==> config.mk <==
export PLATFORM = sky130hd
export DESIGN_NAME = itlb_micro_cache
export DESIGN_NICKNAME = d
export VERILOG_FILES = /design/src/rtl/itlb_micro_cache.sv
export SDC_FILE = /design/constraint.sdc
export NUM_CORES = 1
export LEC_CHECK = 0
export CORE_ASPECT_RATIO = 1.2
export CORE_MARGIN = 1.5
export CORE_UTILIZATION = 35
export CTS_BUF_LIST = sky130_fd_sc_hd__clkbuf_8
export DETAILED_ROUTE_END_ITERATION = 16
export GPL_TIMING_DRIVEN = 0
export PLACE_DENSITY = 0.58
export RECOVER_POWER = 50
export REMOVE_ABC_BUFFERS = 1
export SLEW_MARGIN = 30
export SYNTH_ARGS = -nofsm -noshare
export SYNTH_HDL_FRONTEND = slang
export SYNTH_SLANG_ARGS = --single-unit
==> constraint.sdc <==
create_clock -name clk -period 3.06 [get_ports clk]
set_input_delay 0.765 -clock clk [delete_from_list [all_inputs] [get_ports clk]]
set_output_delay 0.765 -clock clk [all_outputs]
set_load 0.02 [all_outputs]
==> src/rtl/itlb_micro_cache.sv <==
// itlb_micro_cache: fully-associative micro-TLB between instruction fetch and
// the main TLB fetch port. Unmapped segments and hits answer one cycle after
// acceptance; misses spend one LOOKUP cycle on the main TLB port and answer
// one cycle later. Valid main-TLB results are filled, exceptions are not.

// One micro-TLB slot: stored translation plus a match against the lookup VPN.
module itlb_micro_cache_entry (
  input  logic        clk,
  input  logic        rst_n,
  input  logic        flush,
  input  logic        we,
  input  logic [19:0] wr_vpn,
  input  logic [19:0] wr_pfn,
  input  logic [2:0]  wr_c,
  input  logic [19:0] lk_vpn,
  output logic        hit,
  output logic        vld,
  output logic [19:0] pfn,
  output logic [2:0]  c
);
  logic [19:0] vpn_q;

  // Flush and fill never coincide: a fill is only issued in a non-flush cycle.
  always_ff @(posedge clk or negedge rst_n) begin
    if (!rst_n) begin
      vld   <= 1'b0;
      vpn_q <= '0;
      pfn   <= '0;
      c     <= '0;
    end else if (flush) begin
      vld   <= 1'b0;
    end else if (we) begin
      vld   <= 1'b1;
      vpn_q <= wr_vpn;
      pfn   <= wr_pfn;
      c     <= wr_c;
    end
  end

  assign hit = vld && (vpn_q == lk_vpn);
endmodule

module itlb_micro_cache #(
  parameter int ENTRIES  = 4,
  parameter int IDX_BITS = 2
) (
  input  logic        clk,
  input  logic        rst_n,
  input  logic        req_valid,
  input  logic [31:0] req_va,
  output logic        req_ready,
  input  logic [7:0]  asid_i,
  input  logic [2:0]  k0_i,
  input  logic        tlb_we,
  output logic [31:0] tlb_va,
  input  logic [31:0] tlb_pa,
  input  logic [1:0]  tlb_exp,
  input  logic [2:0]  tlb_c,
  output logic        resp_valid,
  output logic [31:0] resp_pa,
  output logic [2:0]  resp_c,
  output logic        resp_refill,
  output logic        resp_invalid
);
  typedef enum logic {IDLE, LOOKUP} state_t;

  typedef struct packed {
    logic [31:0] pa;
    logic [2:0]  c;
    logic        refill;
    logic        invalid;
  } resp_t;

  state_t state_q, state_d;
  resp_t  resp_q, resp_d;
  logic   resp_fire, miss_go;

  logic [7:0] asid_q;
  logic       flush_now;
  logic       req_fire;

  logic [ENTRIES-1:0]        ent_hit, ent_vld, ent_we;
  logic [ENTRIES-1:0][19:0]  ent_pfn;
  logic [ENTRIES-1:0][2:0]   ent_c;

  logic          hit_any;
  logic [19:0]   hit_pfn;
  logic [2:0]    hit_c;
  logic [IDX_BITS-1:0] rr_q, fill_idx;
  logic          fill_rr, fill_en;

  assign flush_now = tlb_we || (asid_i != asid_q);
  assign req_ready = (state_q == IDLE) && !flush_now;
  assign req_fire  = req_valid && req_ready;
  assign fill_en   = (state_q == LOOKUP) && !flush_now && (tlb_exp == 2'b01);

  // Previous ASID, tracked every cycle so any change flushes exactly once.
  always_ff @(posedge clk or negedge rst_n) begin
    if (!rst_n) asid_q <= '0;
    else        asid_q <= asid_i;
  end

  generate
    for (genvar g = 0; g < ENTRIES; g++) begin : g_ent
      itlb_micro_cache_entry u_ent (
        .clk    (clk),
        .rst_n  (rst_n),
        .flush  (flush_now),
        .we     (ent_we[g]),
        .wr_vpn (tlb_va[31:12]),
        .wr_pfn (tlb_pa[31:12]),
        .wr_c   (tlb_c),
        .lk_vpn (req_va[31:12]),
        .hit    (ent_hit[g]),
        .vld    (ent_vld[g]),
        .pfn    (ent_pfn[g]),
        .c      (ent_c[g])
      );
    end
  endgenerate

  // Hit select: at most one entry matches, so an OR-mux is sufficient.
  always_comb begin
    hit_any = 1'b0;
    hit_pfn = '0;
    hit_c   = '0;
    for (int i = 0; i < ENTRIES; i++) begin
      if (ent_hit[i]) begin
        hit_any = 1'b1;
        hit_pfn = hit_pfn | ent_pfn[i];
        hit_c   = hit_c | ent_c[i];
      end
    end
  end

  // Victim choice: lowest-index free slot, else the round-robin pointer.
  always_comb begin
    fill_idx = rr_q;
    fill_rr  = 1'b1;
    for (int i = ENTRIES - 1; i >= 0; i--) begin
      if (!ent_vld[i]) begin
        fill_idx = IDX_BITS'(i);
        fill_rr  = 1'b0;
      end
    end
  end

  // Per-entry write strobes decoded from the victim index.
  always_comb begin
    for (int i = 0; i < ENTRIES; i++)
      ent_we[i] = fill_en && (fill_idx == IDX_BITS'(i));
  end

  // Round-robin pointer only advances when it actually picked the victim.
  always_ff @(posedge clk or negedge rst_n) begin
    if (!rst_n) rr_q <= '0;
    else if (fill_en && fill_rr)
      rr_q <= (rr_q == IDX_BITS'(ENTRIES - 1)) ? '0 : rr_q + 1'b1;
  end

  // FSM next state and response payload.
  always_comb begin
    state_d   = state_q;
    resp_d    = '0;
    resp_fire = 1'b0;
    miss_go   = 1'b0;
    case (state_q)
      IDLE: begin
        if (req_fire) begin
          if (req_va[31:29] == 3'b100) begin
            resp_fire = 1'b1;
            resp_d.pa = {3'b000, req_va[28:0]};
            resp_d.c  = k0_i;
          end else if (req_va[31:29] == 3'b101) begin
            resp_fire = 1'b1;
            resp_d.pa = {3'b000, req_va[28:0]};
            resp_d.c  = 3'd2;
          end else if (hit_any) begin
            resp_fire = 1'b1;
            resp_d.pa = {hit_pfn, req_va[11:0]};
            resp_d.c  = hit_c;
          end else begin
            miss_go = 1'b1;
            state_d = LOOKUP;
          end
        end
      end
      LOOKUP: begin
        // A flush this cycle means the main TLB changes on this edge; retry.
        if (!flush_now) begin
          resp_fire      = 1'b1;
          resp_d.pa      = tlb_pa;
          resp_d.c       = tlb_c;
          resp_d.refill  = tlb_exp[1];
          resp_d.invalid = !tlb_exp[1] && !tlb_exp[0];
          state_d        = IDLE;
        end
      end
      default: state_d = IDLE;
    endcase
  end

  // FSM state register.
  always_ff @(posedge clk or negedge rst_n) begin
    if (!rst_n) state_q <= IDLE;
    else        state_q <= state_d;
  end

  // Latched miss address, held on the main TLB port through LOOKUP.
  always_ff @(posedge clk or negedge rst_n) begin
    if (!rst_n)       tlb_va <= '0;
    else if (miss_go) tlb_va <= req_va;
  end

  // Response registers: single-cycle valid pulse, payload held until next.
  always_ff @(posedge clk or negedge rst_n) begin
    if (!rst_n) begin
      resp_valid <= 1'b0;
      resp_q     <= '{pa: '0, c: 3'd3, refill: 1'b0, invalid: 1'b0};
    end else begin
      resp_valid <= resp_fire;
      if (resp_fire) resp_q <= resp_d;
    end
  end

  assign resp_pa      = resp_q.pa;
  assign resp_c       = resp_q.c;
  assign resp_refill  = resp_q.refill;
  assign resp_invalid = resp_q.invalid;
endmodule

Yosys cells after proc, flatten, opt, wreduce, memory -nomap -nowiden
Index checks and enable logic that the tools add are counted.
{ "word_totals": {"regBits": 257, "latchBits": 0, "ram_bits": 0, "mem_bits_ro": 0, "output_inout_bits": 71, "memories": 0} }
{ "op_classes": {"n_addsub": 1, "n_mul": 0, "div_mod_pow": 0, "magnitude_cmp": 0, "n_eq_ne": 12, "shift": 0, "muxes": 49, "n_bitwise": 8, "reduce_logical": 27} }
{ "op_table": {"columns": ["op", "n"], "rows": [
  ["35-bit two-way mux", 4],
  ["20-bit equality test", 4],
  ["20-bit two-way mux", 4],
  ["35-bit case mux with 2 select lines", 1],
  ["20-bit bitwise OR", 3],
  ["37-bit two-way mux", 1],
  ["1-bit two-way mux", 27],
  ["1-bit logical AND", 14],
  ["2-bit two-way mux", 6],
  ["3-bit two-way mux", 4],
  ["3-bit bitwise OR", 3],
  ["8-bit != test", 1],
  ["2-bit AND reduction", 4],
  ["2-bit nonzero test", 4],
  ["2-bit equality test (second input constant)", 3],
  ["3-bit equality test (second input constant)", 2],
  ["2-bit by 1-bit equality test with 1-bit output (second input constant)", 2],
  ["1-bit case mux with 2 select lines", 2],
  ["1-bit zero test", 3],
  ["2-bit by 1-bit adder with 2-bit output (second input constant)", 1],
  ["2-bit zero test", 1],
  ["1-bit inverter", 2],
  ["1-bit logical OR", 1]
]} }

Longest topological paths before layout
{ "depth": {"ltp_word": 14, "mapped_depth": 11, "depth_no_buf": 7} }

Hierarchy
From an unflattened synthesis, not the netlist that was laid out.
{ "unflattened": {"hier_cells": 860, "area_unflattened_um2": 11657.4} }
{ "by_module_without_submodules": {"columns": ["mod", "n_inst", "cells_each", "area_each_um2", "seq_area_each_um2"], "rows": [
  ["itlb_micro_cache_entry", 4, 122, 1873.0, 1101.1],
  ["itlb_micro_cache", 1, 372, 4165.2, 2029.4]
]} }

Worst setup path before layout
Ideal clock, no wire load.
{ "synth_timing": {"path_type": "input port to flip-flop", "start": "input req_va[26]", "end": "register tlb_va[12]", "setup_time_ns": 0.125, "arrival_time_ns": 2.560, "path_slack_ns": 0.375, "stages": 9, "path_buffers": 2, "cell_sequence": "buf_2 > xnor2_1 > nand4_1 > nor4_2 > and4_1 > nor3_2 > nand3_2 > buf_6 > mux2_2"} }
{ "synth_via": {"elab_chain_cells": 11} }
{ "synth_rtl": {"columns": ["element", "line", "rtl"], "rows": [
  ["start: declaration", "50", "input logic [31:0] req_va,"],
  ["20-bit equality test", "40", "assign hit = vld && (vpn_q == lk_vpn);"],
  ["1-bit logical AND", "40", null],
  ["1-bit two-way mux (3 in series)", "128", "if (ent_hit[i]) begin"],
  ["1-bit two-way mux (*)", "128", null],
  ["1-bit two-way mux (*)", "178", "end else if (hit_any) begin"],
  ["1-bit two-way mux (*)", "174", "end else if (req_va[31:29] == 3'b101) begin"],
  ["1-bit two-way mux (*)", "170", "if (req_va[31:29] == 3'b100) begin"],
  ["1-bit two-way mux (*)", "169", "if (req_fire) begin"],
  ["1-bit two-way mux (*)", "167", "case (state_q)"],
  ["end signal: assignment", "212", "else if (miss_go) tlb_va <= req_va;"],
  ["end: declaration", "55", "output logic [31:0] tlb_va,"]
]} }
Mark *: on every way between the ends. The rest lies on a longest branch, timed or not.
A chain may end at the register's enable or synchronous reset.

Final worst setup path
{ "layout_timing": {"start": "input asid_i[4]", "end": "register g_ent[3].u_ent.pfn[7]"} }
{ "layout_via": {"elab_chain_cells": 7} }
{ "layout_rtl": {"columns": ["element", "line", "rtl"], "rows": [
  ["start: declaration", "52", "input logic [7:0] asid_i,"],
  ["8-bit != test (*)", "92", "assign flush_now = tlb_we || (asid_i != asid_q);"],
  ["1-bit logical OR (*)", "92", null],
  ["1-bit zero test", null, null],
  ["1-bit logical AND (2 in series)", "95", "assign fill_en = (state_q == LOOKUP) && !flush_now && (tlb_exp == 2'b01);"],
  ["1-bit logical AND", "151", "ent_we[i] = fill_en && (fill_idx == IDX_BITS'(i));"],
  ["2-bit AND reduction (no source line) (*)", null, null],
  ["end signal: assignment", "35", "pfn <= wr_pfn;"],
  ["end: declaration", "18", "output logic [19:0] pfn,"]
]} }
Marks and branches as above.

==> flow_metrics.py <==
metrics = {
    "clocking": {
        "clk_pin_slew_ps": 60,
        "insertion_delay_ps": 580,
        "numCtsBuffers": 45,
        "cts-htree-levels": 2,
        "cts.sinks": 257,
        "postCtsHoldBufs": 0,
        "cts_tree": "yes",
        "cts_root_buf": "clkbuf_8",
        "cts_buffer_depth": 3,
    },
    "detailed_routing": {
        "vias": 7985,
        "drt-vias-per-instance": 5.08,
        "drt-pass1-iter-count": 4,
        "wl_microns": 33600,
        "ant_nets": 0,
        "drc": 0,
        "topRoutingLayerUsed": "met4",
        "wl_met2_microns": 16400,
        "wl_met3_microns": 1780,
        "routedWlPerCell_microns": 21.4,
        "drtIter0Drc": 340,
        "drt-met1-wl_microns": 14500,
    },
    "floorplan": {
        "die_x_microns": 171,
        "rows": 73,
        "core_sq_mm": 0.0333,
        "die_area_sq_mm": 0.0352,
        "die_y_microns": 205,
        "start_util": 0.357,
        "num_io_pins": 155,
    },
    "power": {
        "ir_drop_mv": 0.222,
        "power.leakage_nw": 7.47,
        "pwr_density_cell_mw_per_mm2": 490,
        "power_mw": 7.56,
    },
    "final_layout": {
        "drive_above_1_share": 0.313,
        "syn_to_final_growth_pct": 29.4,
        "final_cells": 1571,
        "final_nets": 1172,
    },
    "setup_path": {
        "crit_path_start_kind": "primary input",
        "worstPathMaxFanout": 10,
        "ff2ff_setup_slack_ps": 360,
        "worstSetupEndpointType": "flip-flop",
        "cp.arrival_ps": 3410,
        "cp.required_ps": 3510,
        "critPathKind": "in -> reg",
    },
    "timing": {
        "rsz0062_at_grt": "no",
        "setup_viol": 0,
        "hold_slack_ps": 480,
        "layout_min_cycle_time_ps": 2960,
        "hold_viol": 0,
        "fmax_mhz": 337,
        "finalCritPeriodShare": 0.969,
        "relSlewSlack": 0.0491,
        "final_max_slew_viol_count": 0,
        "tightestPinTransition_ps": 1430,
        "clock_skew_ps": 28.9,
    },
    "synthesis": {
        "ys_ff_latch": 257,
        "synth.area.top_cells": "dfrtp_1 54%, mux2_2 15%, mux2_4 4.9%",
        "post-synth-top-count-cell": "dfrtp_1",
        "yosysTopAreaCellShare": 0.536,
        "ys_seq_area_frac": 0.540,
        "yosys_warnings": 0,
        "async_reset_ff_frac": 1.00,
        "syn-cell-area_sq_mm": 0.0119,
        "synth_top_cells_by_count": "255 x dfrtp_1, 155 x mux2_2, 64 x xnor2_1",
        "synth_edf_count": 0,
        "synth_ff_type": "dfrtp_1",
        "yosysTopAreaCell": "dfrtp_1",
        "synth.avg_cell_area_sq_um": 13.2,
        "synthCells": 900,
        "ys_types": 51,
    },
    "worst_hold_path": {
        "worst_hold_path_type": "reg -> reg",
    },
    "placed_design": {
        "hpwl_microns": 20700,
        "routabilityCongestion": 0.752,
        "io_buffer_count": 154,
        "dp.cells": 1446,
    },
    "grt": {
        "grt_pass1_vias": 8357,
        "grt_max_degree": 81,
        "antenna_found_initial": 1,
        "grt.overflow.total": 0,
        "grt_pass1_wl_microns": 51200,
        "grtUsageTotal": 0.196,
    },
    "status": {
        "outcome": "complete, no violations",
    },
    "run": {
        "max_cap_viol_count": 0,
    },
}
## sequential cells by signal, indices dropped and copies added, names as in the netlist, 2 cells and up
signal,cells
g_ent.u_ent.c,12
rr_q,2
g_ent.u_ent.vld,4
asid_q,8
resp_c,3
tlb_va,32
resp_pa,32
g_ent.u_ent.vpn_q,80
g_ent.u_ent.pfn,80
## logic make-up after synthesis
family,after synthesis,synth area share
flip-flops,257,0.540
adder cells (fa/ha/maj),1,0.00105
multiplexers,216,0.215
buffers and inverters,72,0.0368
XOR/XNOR,88,0.0647
AND/OR/NAND/NOR,127,0.0601
AO/OA/AOI/OAI,139,0.0820
## final cells by class
cell class / count / area (sq um)
clock buffers: 62 / 853
multi-input cells: 576 / 5310
fillers: 3049 / 17900
repair buffers: 203 / 2110
well taps: 450 / 563
flip-flops and latches: 257 / 6430
clock inverters: 18 / 130
diodes: 1 / 2.50
inverters: 4 / 15.0
## placed cells by master (no fill, tap or decap), types with 13 or more instances in the layout
cell type	Yosys	final
nand3_1	14	13
and3_1	20	19
mux2_1	13	13
xor2_1	24	24
dfrtp_1	255	255
clkdlybuf4s50_1	0	107
o21ai_0	28	27
mux2_4	39	39
mux2_2	155	155
dlygate4sd3_1	0	26
nand2_1	36	35
inv_1	4	15
xnor2_1	64	61
clkbuf_8	0	62
buf_4	16	34
a22oi_1	48	48
## layer usage
layer / up-vias / track usage
li1: 3649 / -
met1: 4068 / 0.250
met2: 204 / 0.326
met3: 64 / 0.0361
met4: 0 / 0.0771
met5: - / 0
## report_power, final
group / total [mW] / internal [mW] / leakage, nW / switching (mW)
Sequential: 3.52 / 3.47 / 3.55 / 0.0497
Clock: 3.41 / 1.97 / 0.553 / 1.45
Combinational: 0.628 / 0.277 / 3.37 / 0.351
## critical path, cell delays in order
cell	delay, ps
clkdlybuf4s50_1	450
xor2_1	180
nor4_4	380
and4_4	290
nand3b_1	170
or2_1	350
nor2_4	140
buf_4	170
buf_8	160
mux2_2	340
## final timing paths
check	from	end	depth (start not counted)
max in group asynchronous	rst_n	tlb_va[8]	2
max reg2reg	asid_q[1]	g_ent[3].u_ent.pfn[7]	9
max	asid_i[4]	g_ent[3].u_ent.pfn[7]	10
min in group asynchronous	rst_n	tlb_va[11]	1
min reg2reg	tlb_va[3]	tlb_va[3]	1
min	tlb_va[3]	tlb_va[3]	1
## repair_timing
item                                    4_1_cts  5_1_grt
pin swaps                                    10        6
endpoints found under the hold margin         0        0
resized for setup                            37       14
endpoints found under the setup margin      247      106
gates cloned                                  5        0
setup buffers                                20       19
## through the flow
| step | util | setup WS (ps) | cell area [sq um] | TNS, ps |
|---|---|---|---|---|
| global route | 0.462 | 3.04 | 15400 | 0 |
| detailed placement | 0.417 | -1600 | 13900 | -298380 |
| CTS | 0.458 | 3.58 | 15300 | 0 |
| global placement | 0.408 | -10380 | 13600 | -3479170 |
| finish | 0.462 | 96.2 | 15400 | 0 |
| floorplan | - | -1510 | 11500 | -211190 |
Note: power is estimated with default switching activity, not from simulation.
